===== src/rtl/sram_lht_pkg.sv =====
// Shared constants and state encoding for the LHT SRAM port-0 sequencer.
package sram_lht_pkg;

    localparam int LHT_ADDR_W = 8;
    localparam int LHT_DATA_W = 4;
    localparam int LHT_DEPTH  = 256;

    typedef enum logic [1:0] {
        CLEAR = 2'd0,
        FLUSH = 2'd1,
        RUN   = 2'd2
    } lht_state_t;

endpackage


===== src/rtl/rr_arbiter.sv =====
// Combinational round-robin arbiter: grants the first valid requester at or
// after ptr, wrapping modulo NUM_REQ.
module rr_arbiter #(
    parameter int NUM_REQ  = 4,
    parameter int ID_WIDTH = (NUM_REQ > 1) ? $clog2(NUM_REQ) : 1
) (
    input  logic [NUM_REQ-1:0]  valid,
    input  logic [ID_WIDTH-1:0] ptr,
    output logic [NUM_REQ-1:0]  grant,
    output logic [ID_WIDTH-1:0] index
);

    int unsigned          cand;
    logic [ID_WIDTH-1:0]  cidx;
    logic                 found;

    // Scan from ptr upwards and take the first asserted valid.
    always_comb begin
        grant = '0;
        index = '0;
        found = 1'b0;
        cand  = 0;
        cidx  = '0;
        for (int unsigned i = 0; i < NUM_REQ; i++) begin
            cand = (32'(ptr) + i) % 32'(NUM_REQ);
            cidx = ID_WIDTH'(cand);
            if (!found && valid[cidx]) begin
                grant[cidx] = 1'b1;
                index       = cidx;
                found       = 1'b1;
            end
        end
    end

endmodule


===== src/rtl/sram_lht_arb.sv =====
// Port-0 sequencer for the 256x4 LHT SRAM: clears the array after reset or on
// request, then round-robins NUM_REQ requesters onto the port and returns
// tagged read data. Any write is followed by a dummy read when the port would
// otherwise idle, so the macro never replays a stale latched write.
module sram_lht_arb
    import sram_lht_pkg::*;
#(
    parameter int                    NUM_REQ     = 4,
    parameter int                    ADDR_WIDTH  = LHT_ADDR_W,
    parameter int                    DATA_WIDTH  = LHT_DATA_W,
    parameter logic [DATA_WIDTH-1:0] CLEAR_VALUE = '0,
    parameter int                    ID_WIDTH    = $clog2(NUM_REQ)
) (
    input  logic                             clk,
    input  logic                             rst_n,
    input  logic                             clear_req,
    input  logic [NUM_REQ-1:0]               req_valid,
    output logic [NUM_REQ-1:0]               req_ready,
    input  logic [NUM_REQ-1:0]               req_we,
    input  logic [NUM_REQ*ADDR_WIDTH-1:0]    req_addr,
    input  logic [NUM_REQ*DATA_WIDTH-1:0]    req_wdata,
    output logic                             rsp_valid,
    output logic [ID_WIDTH-1:0]              rsp_id,
    output logic [DATA_WIDTH-1:0]            rsp_data,
    output logic                             init_done,
    output logic                             busy,
    output logic                             sram_csb,
    output logic                             sram_web,
    output logic [ADDR_WIDTH-1:0]            sram_addr,
    output logic [DATA_WIDTH-1:0]            sram_din,
    input  logic [DATA_WIDTH-1:0]            sram_dout
);

    lht_state_t             state;
    logic [ADDR_WIDTH-1:0]  clr_cnt;
    logic [ID_WIDTH-1:0]    rr_ptr;
    logic [ID_WIDTH-1:0]    gnt_idx;
    logic [ID_WIDTH-1:0]    next_ptr;
    logic [NUM_REQ-1:0]     gnt;
    logic                   arb_en;
    logic                   xfer;
    logic                   xfer_we;
    logic [ADDR_WIDTH-1:0]  sel_addr;
    logic [DATA_WIDTH-1:0]  sel_wdata;
    logic                   wr_pend;
    logic [ADDR_WIDTH-1:0]  wr_addr;

    rr_arbiter #(
        .NUM_REQ  (NUM_REQ),
        .ID_WIDTH (ID_WIDTH)
    ) u_arb (
        .valid (req_valid),
        .ptr   (rr_ptr),
        .grant (gnt),
        .index (gnt_idx)
    );

    // Grant only in RUN and never in a cycle that requests a clear.
    always_comb begin
        arb_en    = (state == RUN) && !clear_req;
        req_ready = arb_en ? gnt : '0;
        xfer      = |(req_valid & req_ready);
        xfer_we   = req_we[gnt_idx];
        sel_addr  = req_addr[gnt_idx*ADDR_WIDTH +: ADDR_WIDTH];
        sel_wdata = req_wdata[gnt_idx*DATA_WIDTH +: DATA_WIDTH];
        next_ptr  = (gnt_idx == ID_WIDTH'(NUM_REQ - 1)) ? '0 : gnt_idx + 1'b1;
        busy      = (state != RUN);
        rsp_data  = sram_dout;
    end

    // Port-0 drive; held idle while reset is asserted.
    always_comb begin
        sram_csb  = 1'b1;
        sram_web  = 1'b1;
        sram_addr = '0;
        sram_din  = '0;
        if (rst_n) begin
            case (state)
                CLEAR: begin
                    sram_csb  = 1'b0;
                    sram_web  = 1'b0;
                    sram_addr = clr_cnt;
                    sram_din  = CLEAR_VALUE;
                end
                FLUSH: begin
                    sram_csb  = 1'b0;
                    sram_addr = '1;
                end
                RUN: begin
                    if (xfer) begin
                        sram_csb  = 1'b0;
                        sram_web  = ~xfer_we;
                        sram_addr = sel_addr;
                        sram_din  = sel_wdata;
                    end else if (wr_pend) begin
                        sram_csb  = 1'b0;
                        sram_addr = wr_addr;
                    end
                end
                default: ;
            endcase
        end
    end

    // Clear / flush / run sequencing and the sticky init flag.
    always_ff @(posedge clk or negedge rst_n) begin
        if (!rst_n) begin
            state     <= CLEAR;
            clr_cnt   <= '0;
            init_done <= 1'b0;
        end else begin
            case (state)
                CLEAR: begin
                    clr_cnt <= clr_cnt + 1'b1;
                    if (clr_cnt == '1) state <= FLUSH;
                end
                FLUSH: begin
                    state     <= RUN;
                    init_done <= 1'b1;
                end
                RUN: begin
                    if (clear_req) begin
                        state   <= CLEAR;
                        clr_cnt <= '0;
                    end
                end
                default: state <= CLEAR;
            endcase
        end
    end

    // Pointer advance, read response tagging and pending-write tracking.
    always_ff @(posedge clk or negedge rst_n) begin
        if (!rst_n) begin
            rr_ptr    <= '0;
            rsp_valid <= 1'b0;
            rsp_id    <= '0;
            wr_pend   <= 1'b0;
            wr_addr   <= '0;
        end else begin
            rsp_valid <= xfer & ~xfer_we;
            wr_pend   <= xfer & xfer_we;
            if (xfer) begin
                rr_ptr  <= next_ptr;
                rsp_id  <= gnt_idx;
                wr_addr <= sel_addr;
            end
        end
    end

endmodule


===== config.mk =====
export PLATFORM = sky130hd
export DESIGN_NAME = sram_lht_arb
export DESIGN_NICKNAME = d
export VERILOG_FILES = /design/src/rtl/sram_lht_pkg.sv /design/src/rtl/rr_arbiter.sv /design/src/rtl/sram_lht_arb.sv
export SDC_FILE = /design/constraint.sdc
export NUM_CORES = 1
export LEC_CHECK = 0
export CORE_ASPECT_RATIO = 0.6
export CORE_UTILIZATION = 42
export DETAILED_ROUTE_END_ITERATION = 10
export GPL_ROUTABILITY_DRIVEN = 0
export MAX_ROUTING_LAYER = met4
export PLACE_DENSITY = 0.84
export RECOVER_POWER = 25
export SETUP_SLACK_MARGIN = 0.2
export SKIP_CTS_REPAIR_TIMING = 1
export SYNTH_ARGS = -nofsm -noshare
export SYNTH_HDL_FRONTEND = slang
export SYNTH_SLANG_ARGS = --single-unit

===== constraint.sdc =====
create_clock -name clk -period 9.8 [get_ports clk]
set_input_delay 1.96 -clock clk [delete_from_list [all_inputs] [get_ports clk]]
set_output_delay 1.96 -clock clk [all_outputs]
set_load 0.02 [all_outputs]

==> results.toml <==
[cells_and_area]
drive_gt1_share_pct = 7.67
syn2layout_area_growth_pct = 34.1
final_cells = 379
nFillCells = 439
stdcell_area_um2 = 3160
regArea_um2 = 626
antenna_cells = 0
multi_input_area_um2 = 1560
fin_nets = 386
final_util_pct = 60.4

[run]
max_cap_viol_count = 0

[floorplan]
fp-row-count = 20
die_h_um = 60
die_area_um2 = 5920
die_x_um = 98.7
core_area_um2 = 5230
pin_count = 90
initial_core_util_pct = 45.0

[grt]
grt_pass1_vias = 2066
antenna_found_initial = 0
grt_pass1_wl_mm = 10.0
overflow = 0
grt_use_total_pct = 22.7
grt_max_degree = 35

[logic_synthesis]
synth-seq-cells = 25
synth-warning-count = 0
syn-num-nets = 320
synthFlopType = "dfrtp_1"
ys_seq_area_share_pct = 26.6
ys_async_sr_fraction_pct = 100
synth_edf_count = 0
synth.avg_cell_area_um2 = 9.49
synth_area_um2 = 2350
synth_cell_types = 52
synthCells = 248

[power_and_ir_drop]
total_power_mw = 0.548
power.density_nw_per_um2 = 174
leakagePower_nw = 1.28
ir_worst_vdd_v = 0.0000853

[min_path]
min_path_type = "flip-flop to flip-flop"

[clocking]
cts.sinks = 25
clk_pin_slew_ns = 0.09
cts_tree = "yes"
cts-root-buf = "clkbuf_8"
clk_latency_ns = 0.27
htreeDepth = 1
numCtsBuffers = 3
cts.path.max_buffers = 2

[setup_path]
worst_setup_path_start_kind = "input port"
required_ns = 7.84
crit_fanout = 16
worstPathArrival_ns = 5.69
critical_path_class = "input port to primary output"
cp-end-kind = "primary output"

[drt]
vias_per_cell = 5.93
first_pass_iters = 4
drtIter0Drc = 206
vias = 2246
wire_per_inst_um = 16.2
ant_nets = 0
drc_errors = 0
wl_mm = 6.14

[timing]
rsz0062_at_grt = "false"
final_hold_viol_count = 0
hold_ws_ns = 0.475
fin_setup_tns_ns = 0
tightest_slew_ns = 1.41
setup_viol = 0
finalClockSkew_ns = 0.00925
fin_ws_ns = 2.15
relSlewSlack_pct = 5.83
fmax_mhz = 131
final.period_utilization_pct = 78.1
slew_violations = 0
period_minus_slack_ns = 7.65

[placement]
dp.cells = 375
port_buffers = 81
pre_cts_slack_ns = 2.14
dpl_cell_area_um2 = 3120
hpwlAfterDp_mm = 4.72

[run_status]
status = "completed"
==> area by class of cell <==
cell class / instances / area share [%]
Timing Repair Buffer: 82 / 25.8
Multi-Input combinational cell: 193 / 49.2
Sequential cell: 25 / 19.8
Tap cell: 66 / 2.61
Clock inverter: 1 / 0.158
Clock buffer: 3 / 1.31
Inverter: 9 / 1.07
==> synth_stat cells (2+ instances only) <==
cell type  number  area [um^2]
nand2_1        30          113
dfrtp_1        25          626
o21ai_0        21          105
nor2_1         15         56.3
nand2b_1       10         62.6
ha_1            9          113
inv_1           9         33.8
mux4_1          9          236
nand4_1         9         56.3
nor2b_1         8         50.1
a21oi_1         7         35.0
buf_4           6         45.0
clkbuf_1        6         22.5
mux2i_1         6         60.1
mux4_2          6          135
nand3_1         6         30.0
o211ai_1        6         45.0
buf_2           4         20.0
nand3b_1        4         30.0
a22o_1          3         26.3
a22oi_1         3         22.5
buf_6           3         33.8
mux2_2          3         33.8
a21o_1          2         15.0
a2bb2oi_1       2         17.5
a31oi_1         2         12.5
a32oi_1         2         17.5
mux2_1          2         22.5
nor3_1          2         10.0
nor3b_1         2         15.0
o211ai_2        2         25.0
o21ai_2         2         17.5
o31ai_1         2         15.0
o31ai_4         2         42.5
==> sequential cells by signal, summed over array words and instances, names as in the netlist <==
name       cells
wr_pend        1
rsp_valid      1
wr_addr        8
state          2
init_done      1
clr_cnt        8
rsp_id         2
rr_ptr         2
==> logic make-up (layout without fill, tap and decap cells) <==
logic type / Yosys count / after routing / synth area share [%]
and+or+nand+nor: 93 / 93 / 20.2
AOI/OAI and AO/OA: 65 / 65 / 20.4
buffers and inverters: 30 / 95 / 7.39
muxes: 26 / 26 / 20.7
DFF: 25 / 25 / 26.6
adders and majority gates: 9 / 9 / 4.78
==> critical path, stage by stage <==
cell	delay (ns)
clkdlybuf4s50_1	0.62
mux4_2	0.60
nor2_1	0.13
nor2_1	0.07
o31ai_4	0.86
mux4_1	0.65
nand2b_1	0.11
o211ai_1	0.09
clkdlybuf4s50_1	0.58
==> layout by cell type, fill, tap and decap left out, types with 8 or more instances in the layout <==
cell and instances:
clkdlybuf4s50_1 80, dfrtp_1 25, ha_1 9, inv_1 9, mux4_1 9, nand2_1 30, nand2b_1 10, nand4_1 9
nor2_1 15, nor2b_1 8, o21ai_0 21
==> worst paths after layout <==
kind	start	endpoint	slack, ns	cells after the start
max	req_valid[2]	sram_addr[2]	2.15	9
min	init_done	init_done	0.48	1
max reg2reg	rr_ptr[0]	wr_addr[2]	5.91	8
min reg2reg	init_done	init_done	0.48	1
max in group asynchronous	rst_n	clr_cnt[0]	6.43	2
min in group asynchronous	rst_n	init_done	2.54	2
==> metal layers <==
layer	global-route usage [%]	up-vias	wire (um)
met5	-	-	0
met4	2.99	0	19
met3	5.38	2	576
met2	38.2	118	2810
met1	29.1	1059	2730
li1	-	1067	-
==> power breakdown <==
part	switching [mW]	total, mW	internal, mW
clock network	0.0317	0.0601	0.0284
registers	0.0393	0.169	0.129
logic	0.152	0.319	0.167
No activity file was read; power rests on OpenSTA's default activity.
